--- src/rtl/uninasoc_pkg.sv ---
// Shared SoC package: GPIO-out register offsets, AXI response codes and FSM state types.
// GPIO_OUT_SETCLR_EN adds the SET/CLEAR aliases to the GPIO-out address decode.
package uninasoc_pkg;

   localparam logic [11:0] GPIO_OUT_DATA_OFFSET  = 12'h000;
   localparam logic [11:0] GPIO_OUT_SET_OFFSET   = 12'h004;
   localparam logic [11:0] GPIO_OUT_CLEAR_OFFSET = 12'h008;

   localparam logic [1:0] AXI_RESP_OKAY   = 2'b00;
   localparam logic [1:0] AXI_RESP_SLVERR = 2'b10;

   typedef enum logic [1:0] {
      W_IDLE    = 2'd0,
      W_WAIT_W  = 2'd1,
      W_WAIT_AW = 2'd2,
      W_RESP    = 2'd3
   } gpio_out_wr_state_e;

   typedef enum logic {
      R_IDLE = 1'b0,
      R_RESP = 1'b1
   } gpio_out_rd_state_e;

   // Word index (addr[11:2]) is a mapped register in the current build.
   function automatic logic gpio_out_offset_ok(input logic [9:0] idx);
`ifdef GPIO_OUT_SETCLR_EN
      return (idx == GPIO_OUT_DATA_OFFSET[11:2]) ||
             (idx == GPIO_OUT_SET_OFFSET[11:2])  ||
             (idx == GPIO_OUT_CLEAR_OFFSET[11:2]);
`else
      return (idx == GPIO_OUT_DATA_OFFSET[11:2]);
`endif
   endfunction

endpackage

--- src/rtl/gpio_out_regs.sv ---
// GPIO-out DATA register with byte-strobed writes and optional atomic SET/CLEAR
// updates (GPIO_OUT_SETCLR_EN).
module gpio_out_regs
   import uninasoc_pkg::*;
#(
   parameter int unsigned NUM_GPIO    = 8,
   parameter logic [31:0] RESET_VALUE = '0
) (
   input  logic                clock_i,
   input  logic                reset_ni,
   input  logic                commit_i,
   input  logic [9:0]          offset_i,
   input  logic [31:0]         wdata_i,
   input  logic [3:0]          wstrb_i,
   output logic [NUM_GPIO-1:0] data_o
);

   logic [NUM_GPIO-1:0] data_q, data_d;
   logic [31:0]         byte_mask;
   logic [NUM_GPIO-1:0] mask;
   logic [NUM_GPIO-1:0] wval;
   logic                unused_upper;

   genvar gi;
   for (gi = 0; gi < 4; gi++) begin : g_byte_mask
      assign byte_mask[gi*8 +: 8] = {8{wstrb_i[gi]}};
   end

   // Only the implemented pin bits take part in any update.
   assign mask         = byte_mask[NUM_GPIO-1:0];
   assign wval         = wdata_i[NUM_GPIO-1:0];
   assign unused_upper = ^{wdata_i, byte_mask};

   always_comb begin
      data_d = data_q;
      if (commit_i) begin
         if (offset_i == GPIO_OUT_DATA_OFFSET[11:2]) begin
            data_d = (data_q & ~mask) | (wval & mask);
         end
`ifdef GPIO_OUT_SETCLR_EN
         else if (offset_i == GPIO_OUT_SET_OFFSET[11:2]) begin
            data_d = data_q | (wval & mask);
         end
         else if (offset_i == GPIO_OUT_CLEAR_OFFSET[11:2]) begin
            data_d = data_q & ~(wval & mask);
         end
`endif
      end
   end

   always_ff @(posedge clock_i or negedge reset_ni) begin
      if (!reset_ni) begin
         data_q <= RESET_VALUE[NUM_GPIO-1:0];
      end else begin
         data_q <= data_d;
      end
   end

   assign data_o = data_q;

endmodule

--- src/rtl/axilite_gpio_out.sv ---
// AXI4-Lite slave driving GPIO output pins from a DATA register; independent
// single-outstanding write and read FSMs. GPIO_OUT_SETCLR_EN enables SET/CLEAR aliases.
module axilite_gpio_out
   import uninasoc_pkg::*;
#(
   parameter int unsigned NUM_GPIO    = 8,
   parameter int unsigned ADDR_WIDTH  = 32,
   parameter logic [31:0] RESET_VALUE = '0
) (
   input  logic                  clock_i,
   input  logic                  reset_ni,
   input  logic [ADDR_WIDTH-1:0] s_axi_awaddr_i,
   input  logic [2:0]            s_axi_awprot_i,
   input  logic                  s_axi_awvalid_i,
   output logic                  s_axi_awready_o,
   input  logic [31:0]           s_axi_wdata_i,
   input  logic [3:0]            s_axi_wstrb_i,
   input  logic                  s_axi_wvalid_i,
   output logic                  s_axi_wready_o,
   output logic [1:0]            s_axi_bresp_o,
   output logic                  s_axi_bvalid_o,
   input  logic                  s_axi_bready_i,
   input  logic [ADDR_WIDTH-1:0] s_axi_araddr_i,
   input  logic [2:0]            s_axi_arprot_i,
   input  logic                  s_axi_arvalid_i,
   output logic                  s_axi_arready_o,
   output logic [31:0]           s_axi_rdata_o,
   output logic [1:0]            s_axi_rresp_o,
   output logic                  s_axi_rvalid_o,
   input  logic                  s_axi_rready_i,
   output logic [NUM_GPIO-1:0]   gpio_out_o
);

   gpio_out_wr_state_e wr_state_q, wr_state_d;
   gpio_out_rd_state_e rd_state_q, rd_state_d;

   logic                ready_en_q;
   logic [9:0]          awoff_q, awoff_d;
   logic [31:0]         wdata_q, wdata_d;
   logic [3:0]          wstrb_q, wstrb_d;
   logic [1:0]          bresp_q, bresp_d;
   logic [31:0]         rdata_q, rdata_d;
   logic [1:0]          rresp_q, rresp_d;
   logic                aw_hs, w_hs, ar_hs, commit;
   logic [9:0]          cm_off, ar_off;
   logic [31:0]         cm_data;
   logic [3:0]          cm_strb;
   logic [NUM_GPIO-1:0] data;
   logic                unused_ok;

   // Readies stay low until the first edge after reset release.
   assign s_axi_awready_o = ready_en_q & ((wr_state_q == W_IDLE) | (wr_state_q == W_WAIT_AW));
   assign s_axi_wready_o  = ready_en_q & ((wr_state_q == W_IDLE) | (wr_state_q == W_WAIT_W));
   assign s_axi_bvalid_o  = (wr_state_q == W_RESP);
   assign s_axi_bresp_o   = bresp_q;
   assign s_axi_arready_o = ready_en_q & (rd_state_q == R_IDLE);
   assign s_axi_rvalid_o  = (rd_state_q == R_RESP);
   assign s_axi_rdata_o   = rdata_q;
   assign s_axi_rresp_o   = rresp_q;

   assign aw_hs  = s_axi_awvalid_i & s_axi_awready_o;
   assign w_hs   = s_axi_wvalid_i & s_axi_wready_o;
   assign ar_hs  = s_axi_arvalid_i & s_axi_arready_o;
   assign ar_off = s_axi_araddr_i[11:2];

   // A channel handshaking this cycle supplies its live value, otherwise the latched one.
   assign cm_off  = aw_hs ? s_axi_awaddr_i[11:2] : awoff_q;
   assign cm_data = w_hs ? s_axi_wdata_i : wdata_q;
   assign cm_strb = w_hs ? s_axi_wstrb_i : wstrb_q;

   assign unused_ok = ^{s_axi_awprot_i, s_axi_arprot_i, s_axi_awaddr_i, s_axi_araddr_i};

   always_comb begin
      wr_state_d = wr_state_q;
      awoff_d    = awoff_q;
      wdata_d    = wdata_q;
      wstrb_d    = wstrb_q;
      bresp_d    = bresp_q;
      commit     = 1'b0;
      case (wr_state_q)
         W_IDLE: begin
            if (aw_hs && w_hs) begin
               commit     = 1'b1;
               wr_state_d = W_RESP;
            end else if (aw_hs) begin
               awoff_d    = s_axi_awaddr_i[11:2];
               wr_state_d = W_WAIT_W;
            end else if (w_hs) begin
               wdata_d    = s_axi_wdata_i;
               wstrb_d    = s_axi_wstrb_i;
               wr_state_d = W_WAIT_AW;
            end
         end
         W_WAIT_W: begin
            if (w_hs) begin
               commit     = 1'b1;
               wr_state_d = W_RESP;
            end
         end
         W_WAIT_AW: begin
            if (aw_hs) begin
               commit     = 1'b1;
               wr_state_d = W_RESP;
            end
         end
         W_RESP: begin
            if (s_axi_bready_i) begin
               wr_state_d = W_IDLE;
            end
         end
         default: wr_state_d = W_IDLE;
      endcase
      if (commit) begin
         bresp_d = gpio_out_offset_ok(cm_off) ? AXI_RESP_OKAY : AXI_RESP_SLVERR;
      end
   end

   // Read data comes from the register flops, so a same-edge write is not yet visible.
   always_comb begin
      rd_state_d = rd_state_q;
      rdata_d    = rdata_q;
      rresp_d    = rresp_q;
      case (rd_state_q)
         R_IDLE: begin
            if (ar_hs) begin
               rd_state_d = R_RESP;
               rresp_d    = gpio_out_offset_ok(ar_off) ? AXI_RESP_OKAY : AXI_RESP_SLVERR;
               rdata_d    = (ar_off == GPIO_OUT_DATA_OFFSET[11:2]) ? 32'(data) : 32'h0;
            end
         end
         R_RESP: begin
            if (s_axi_rready_i) begin
               rd_state_d = R_IDLE;
            end
         end
         default: rd_state_d = R_IDLE;
      endcase
   end

   always_ff @(posedge clock_i or negedge reset_ni) begin
      if (!reset_ni) begin
         wr_state_q <= W_IDLE;
         rd_state_q <= R_IDLE;
         ready_en_q <= 1'b0;
         awoff_q    <= '0;
         wdata_q    <= '0;
         wstrb_q    <= '0;
         bresp_q    <= '0;
         rdata_q    <= '0;
         rresp_q    <= '0;
      end else begin
         wr_state_q <= wr_state_d;
         rd_state_q <= rd_state_d;
         ready_en_q <= 1'b1;
         awoff_q    <= awoff_d;
         wdata_q    <= wdata_d;
         wstrb_q    <= wstrb_d;
         bresp_q    <= bresp_d;
         rdata_q    <= rdata_d;
         rresp_q    <= rresp_d;
      end
   end

   gpio_out_regs #(
      .NUM_GPIO    (NUM_GPIO),
      .RESET_VALUE (RESET_VALUE)
   ) u_regs (
      .clock_i  (clock_i),
      .reset_ni (reset_ni),
      .commit_i (commit),
      .offset_i (cm_off),
      .wdata_i  (cm_data),
      .wstrb_i  (cm_strb),
      .data_o   (data)
   );

   assign gpio_out_o = data;

endmodule

--- config.mk ---
export PLATFORM = sky130hd
export DESIGN_NAME = axilite_gpio_out
export DESIGN_NICKNAME = d
export VERILOG_FILES = /design/src/rtl/uninasoc_pkg.sv /design/src/rtl/gpio_out_regs.sv /design/src/rtl/axilite_gpio_out.sv
export SDC_FILE = /design/constraint.sdc
export NUM_CORES = 1
export LEC_CHECK = 0
export ABC_AREA = 1
export BUFFER_PORTS_ARGS = -buffer_cell sky130_fd_sc_hd__buf_2
export CAP_MARGIN = 5
export CORE_MARGIN = 2
export CORE_UTILIZATION = 45
export CTS_CLUSTER_DIAMETER = 80
export DETAILED_ROUTE_END_ITERATION = 8
export PLACE_DENSITY = 0.95
export SLEW_MARGIN = 10
export SYNTH_ARGS = -nofsm -noshare
export SYNTH_HDL_FRONTEND = slang
export SYNTH_SLANG_ARGS = --single-unit
--- constraint.sdc ---
create_clock -name clock_i -period 5.5 [get_ports clock_i]
set_clock_uncertainty 0.1 [all_clocks]
set_input_delay 1.1 -clock clock_i [delete_from_list [all_inputs] [get_ports clock_i]]
set_output_delay 1.1 -clock clock_i [all_outputs]
set_load 0.02 [all_outputs]
==> impl_summary.md <==
Clocking
CTS placed an instance of sky130_fd_sc_hd__clkbuf_8 at the clock tree root. The number of buffers inserted by hold repair at cts is 0. TritonCTS built the clock tree. Clock-pin slew was measured on the worst setup and hold paths at 0.08 ns. The count of H-tree levels built during CTS is 2.

For this design, the sink count on the clock tree is 41. The maximum number of buffers from clock root to sink is 2. The number of clock buffers added by TritonCTS is 5. Once the clock tree was built, the resizer swapped 0 gates to a different size.

The clock reaches the later pin of the worst-skew pair after 0.30 ns. The post-CTS setup-driven buffer insertion count is 0.

Timing
The slew of the pin with the lowest slew margin is 0.893 ns. The total count of max-transition violations in the final report is 0. Setup violations remaining at the end of the flow were counted as 0.

The worst path needs 2.80 ns of the cycle, external delays included. For this run, the top clock speed supported by timing is 357 MHz. Setup repair after global routing left no endpoint under its margin. After layout, the worst path uses 51.0% of the clock period. The number of hold-slack violations in the final timing report is 0. The normalized max-slew margin is 40.5%. The final setup slack of the worst path is 2.70 ns. After routing, the total negative slack on setup checks comes to 0 ns.

Worst hold path
The worst hold path belongs to the class reg -> reg. The worst hold path was traced through 2 stages.

Place
The number of placed instances, taps included, is 394. The final weighted congestion of routability-driven global placement is 0.806. Summed over all nets, the half-perimeter wirelength after detailed placement is 3.57 mm. The number of buffer cells added on primary ports is 58. The placement-stage worst setup slack is 2.52 ns.

Floorplan
The floorplan step set the die width to 76.0 um. The standard cell core area is 5040 sq um. The starting utilization of the core area is 46.3%.

The overall die height is 76.0 um. In this run the count of I/O pins placed on the die edge is 162. The die area is 5780 sq um. The floorplan has 26 rows.

Synth
The most instantiated library cell after synthesis is sky130_fd_sc_hd__nand2_1. The fraction of post-synthesis cell area in the top cell type by area is 44.0%. The average instance in the mapped netlist occupies 8.55 sq um.

After synthesis, the cell types taking the most area are sky130_fd_sc_hd__dfrtp_1, sky130_fd_sc_hd__nand2_1, sky130_fd_sc_hd__buf_4. The distinct cell type count of the synthesized netlist is 32. The mapped cell area is 2330 sq um. The synthesized instance count is 273. The commonest cells after synthesis are sky130_fd_sc_hd__nand2_1, sky130_fd_sc_hd__dfrtp_1, sky130_fd_sc_hd__buf_4.

The synthesized design spends more area on one cell type than any other, namely sky130_fd_sc_hd__dfrtp_1. The count of synthesis-stage warnings from yosys is 0. The share of flip-flops with an asynchronous set or reset is 100%.

The most frequently used flop master after synthesis is sky130_fd_sc_hd__dfrtp_1. The sequential area share after synthesis is 44.0%. Synthesis inferred 41 register bits. In this run, synthesis inferred 0 flip-flops with an integrated enable.

Global routing
The number of global-route vias before repair is 1727. The pin count of the biggest net entering global routing is 42. The remaining global-route overflow is 0. The initial antenna violation count is 0. The first global-routing pass estimated 7.78 mm of wire. Global routing used 16.5% of the available tracks.

Route
In the routed design, unresolved DRC markers number 0. The count of nets left with antenna violations once routing finished came out at 0. The average wire per cell in the routed design is 11.8 um. The number of vias per cell after detailed routing is 4.75. The final layout contains routed wiring with a total length of 4.73 mm.

For this block, the initial DRC count from the detailed router was 105. The total vias in the final route is 1908. Before antenna repair, the detailed router went through 6 iterations.

Power and ir drop
The overall power after layout is 1130 uW. The power density relative to cell area is 420 nW/um^2. VDD sags by at most 152 uV.

The analysis attributes to cell leakage a power of 0.00143 uW.

Critical path
Traced cell by cell, the critical path runs through inv_1 > ha_1 > nor2_1 > nor2_4 > buf_2. Measured in cells, the most critical reg-to-reg path has a length of 11. The endpoint class of the critical path is an output pin.

The most critical setup path has its startpoint at wr_state_q[0]$_DFFE_PN0P_. The startpoint kind of the worst setup timing path is a register. The required time of the worst setup path is 4.30 ns.

The number of logic stages on the critical path including buffering is 5. The launch point of the worst reg-to-reg path is wr_state_q[0]$_DFFE_PN0P_. The kind of cell adding the most delay to the critical path is flip-flops. The sum of buffers and inverters on the critical path is 2. The stage delay of the slowest cell on the critical path is 0.41 ns. The critical path is of the reg -> out type. The setup slack of the most critical reg-to-reg path is 2.87 ns.

The critical path's slowest cell is sky130_fd_sc_hd__dfrtp_1. The largest fanout of any net on the critical path is 7. The destination of the critical timing path is s_axi_awready_o.

The arrival time of the worst setup path is 1.60 ns.

Run status
The flow ran to the end, and the final reports show no timing, DRC or antenna violations.

Final layout
The count of inserted antenna diode cells is 0. The area growth from synthesis to layout is 15.2%. The total number of nets in the final design is 449. Of the cells placed in the final design, the portion with a size suffix greater than 1 is 26.2%. For this run, the share of the core covered by cells in the final layout is 53.3%. The post-layout instance count excluding filler cells is 402.

Flow run
The tool flagged a number of max-cap violations equal to 0.
==> worst reg2reg max path: stages (launching register included) <==
cell	delay [ns]
sky130_fd_sc_hd__dfrtp_1	0.41
sky130_fd_sc_hd__inv_1	0.15
sky130_fd_sc_hd__ha_1	0.28
sky130_fd_sc_hd__nor2_1	0.12
sky130_fd_sc_hd__nor3_4	0.63
sky130_fd_sc_hd__nand3_1	0.14
sky130_fd_sc_hd__nand2_1	0.14
sky130_fd_sc_hd__nand2_2	0.09
sky130_fd_sc_hd__nor2_8	0.19
sky130_fd_sc_hd__nand3_4	0.13
sky130_fd_sc_hd__nand2_1	0.10
sky130_fd_sc_hd__nand2_1	0.06
==> layout by cell type, fill, tap and decap left out <==
master	n
sky130_fd_sc_hd__clkinv_4	1
sky130_fd_sc_hd__nor2_4	2
sky130_fd_sc_hd__inv_2	2
sky130_fd_sc_hd__nor4_4	1
sky130_fd_sc_hd__o21ai_2	2
sky130_fd_sc_hd__nand4_1	12
sky130_fd_sc_hd__a21oi_1	5
sky130_fd_sc_hd__a31oi_1	8
sky130_fd_sc_hd__clkbuf_8	5
sky130_fd_sc_hd__nor2_1	22
sky130_fd_sc_hd__buf_2	58
sky130_fd_sc_hd__conb_1	27
sky130_fd_sc_hd__a21oi_2	1
sky130_fd_sc_hd__nor3_1	1
sky130_fd_sc_hd__o31ai_1	1
sky130_fd_sc_hd__nand2_1	63
sky130_fd_sc_hd__clkinvlp_4	1
sky130_fd_sc_hd__nand3_1	6
sky130_fd_sc_hd__nand2_4	1
sky130_fd_sc_hd__bufinv_16	1
sky130_fd_sc_hd__o21ai_4	1
sky130_fd_sc_hd__a22o_1	8
sky130_fd_sc_hd__o21ai_0	22
sky130_fd_sc_hd__nor3_4	1
sky130_fd_sc_hd__nand2_2	4
sky130_fd_sc_hd__dfrtp_1	41
sky130_fd_sc_hd__inv_1	23
sky130_fd_sc_hd__nor2_8	1
sky130_fd_sc_hd__nand3_2	1
sky130_fd_sc_hd__clkinv_1	1
sky130_fd_sc_hd__nor2_2	2
sky130_fd_sc_hd__ha_1	5
sky130_fd_sc_hd__nand3_4	2
==> how the worst min path moves through the flow <==
stage | from | slack [ns] | endpoint
floorplan | awoff_q[0]$_DFFE_PN0P_ | 0.35 | awoff_q[0]$_DFFE_PN0P_
global placement | awoff_q[3]$_DFFE_PN0P_ | 0.37 | awoff_q[3]$_DFFE_PN0P_
detailed placement | awoff_q[0]$_DFFE_PN0P_ | 0.38 | awoff_q[0]$_DFFE_PN0P_
CTS | awoff_q[0]$_DFFE_PN0P_ | 0.40 | awoff_q[0]$_DFFE_PN0P_
global route | s_axi_rdata_o[4]$_DFFE_PN0P_ | 0.43 | s_axi_rdata_o[4]$_DFFE_PN0P_
finish | awoff_q[0]$_DFFE_PN0P_ | 0.39 | awoff_q[0]$_DFFE_PN0P_
==> area by class of cell <==
type	instances	area, sq um
sequential	41	1030
clock buffer	5	68.8
inverter	26	97.6
timing repair buffer	58	290
fill	474	2350
clock inverter	3	46.3
multi-input combinational	199	1070
tap	70	87.6
==> layer usage <==
layer	GRT usage, %	vias up	wire length, um
met5	0	-	0
met4	5.64	0	84
met3	4.38	7	281
met2	28.5	65	2300
met1	20.2	873	2060
li1	-	963	-
==> power breakdown <==
group          internal (uW)  switching (uW)
clock                    136             113
sequential               370            34.6
combinational            150             325
total                    656             472
==> stage by stage <==
step | instance area (sq um) | hold slack, ns
floorplan | 2430 | 0.353
global placement | 2570 | 0.371
detailed placement | 2570 | 0.382
CTS | 2690 | 0.400
global route | 2690 | 0.429
finish | 2690 | 0.395
==> cell families after synthesis <==
group / count (synthesis) / share of synthesized area [%]
AOI/OAI and AO/OA: 48 / 13.1
adders and majority gates: 5 / 2.68
buffers and inverters: 58 / 14.1
DFF: 41 / 44.0
other: 2 / 0.322
and+or+nand+nor: 119 / 25.8
Power figures use the tool's default switching activity.
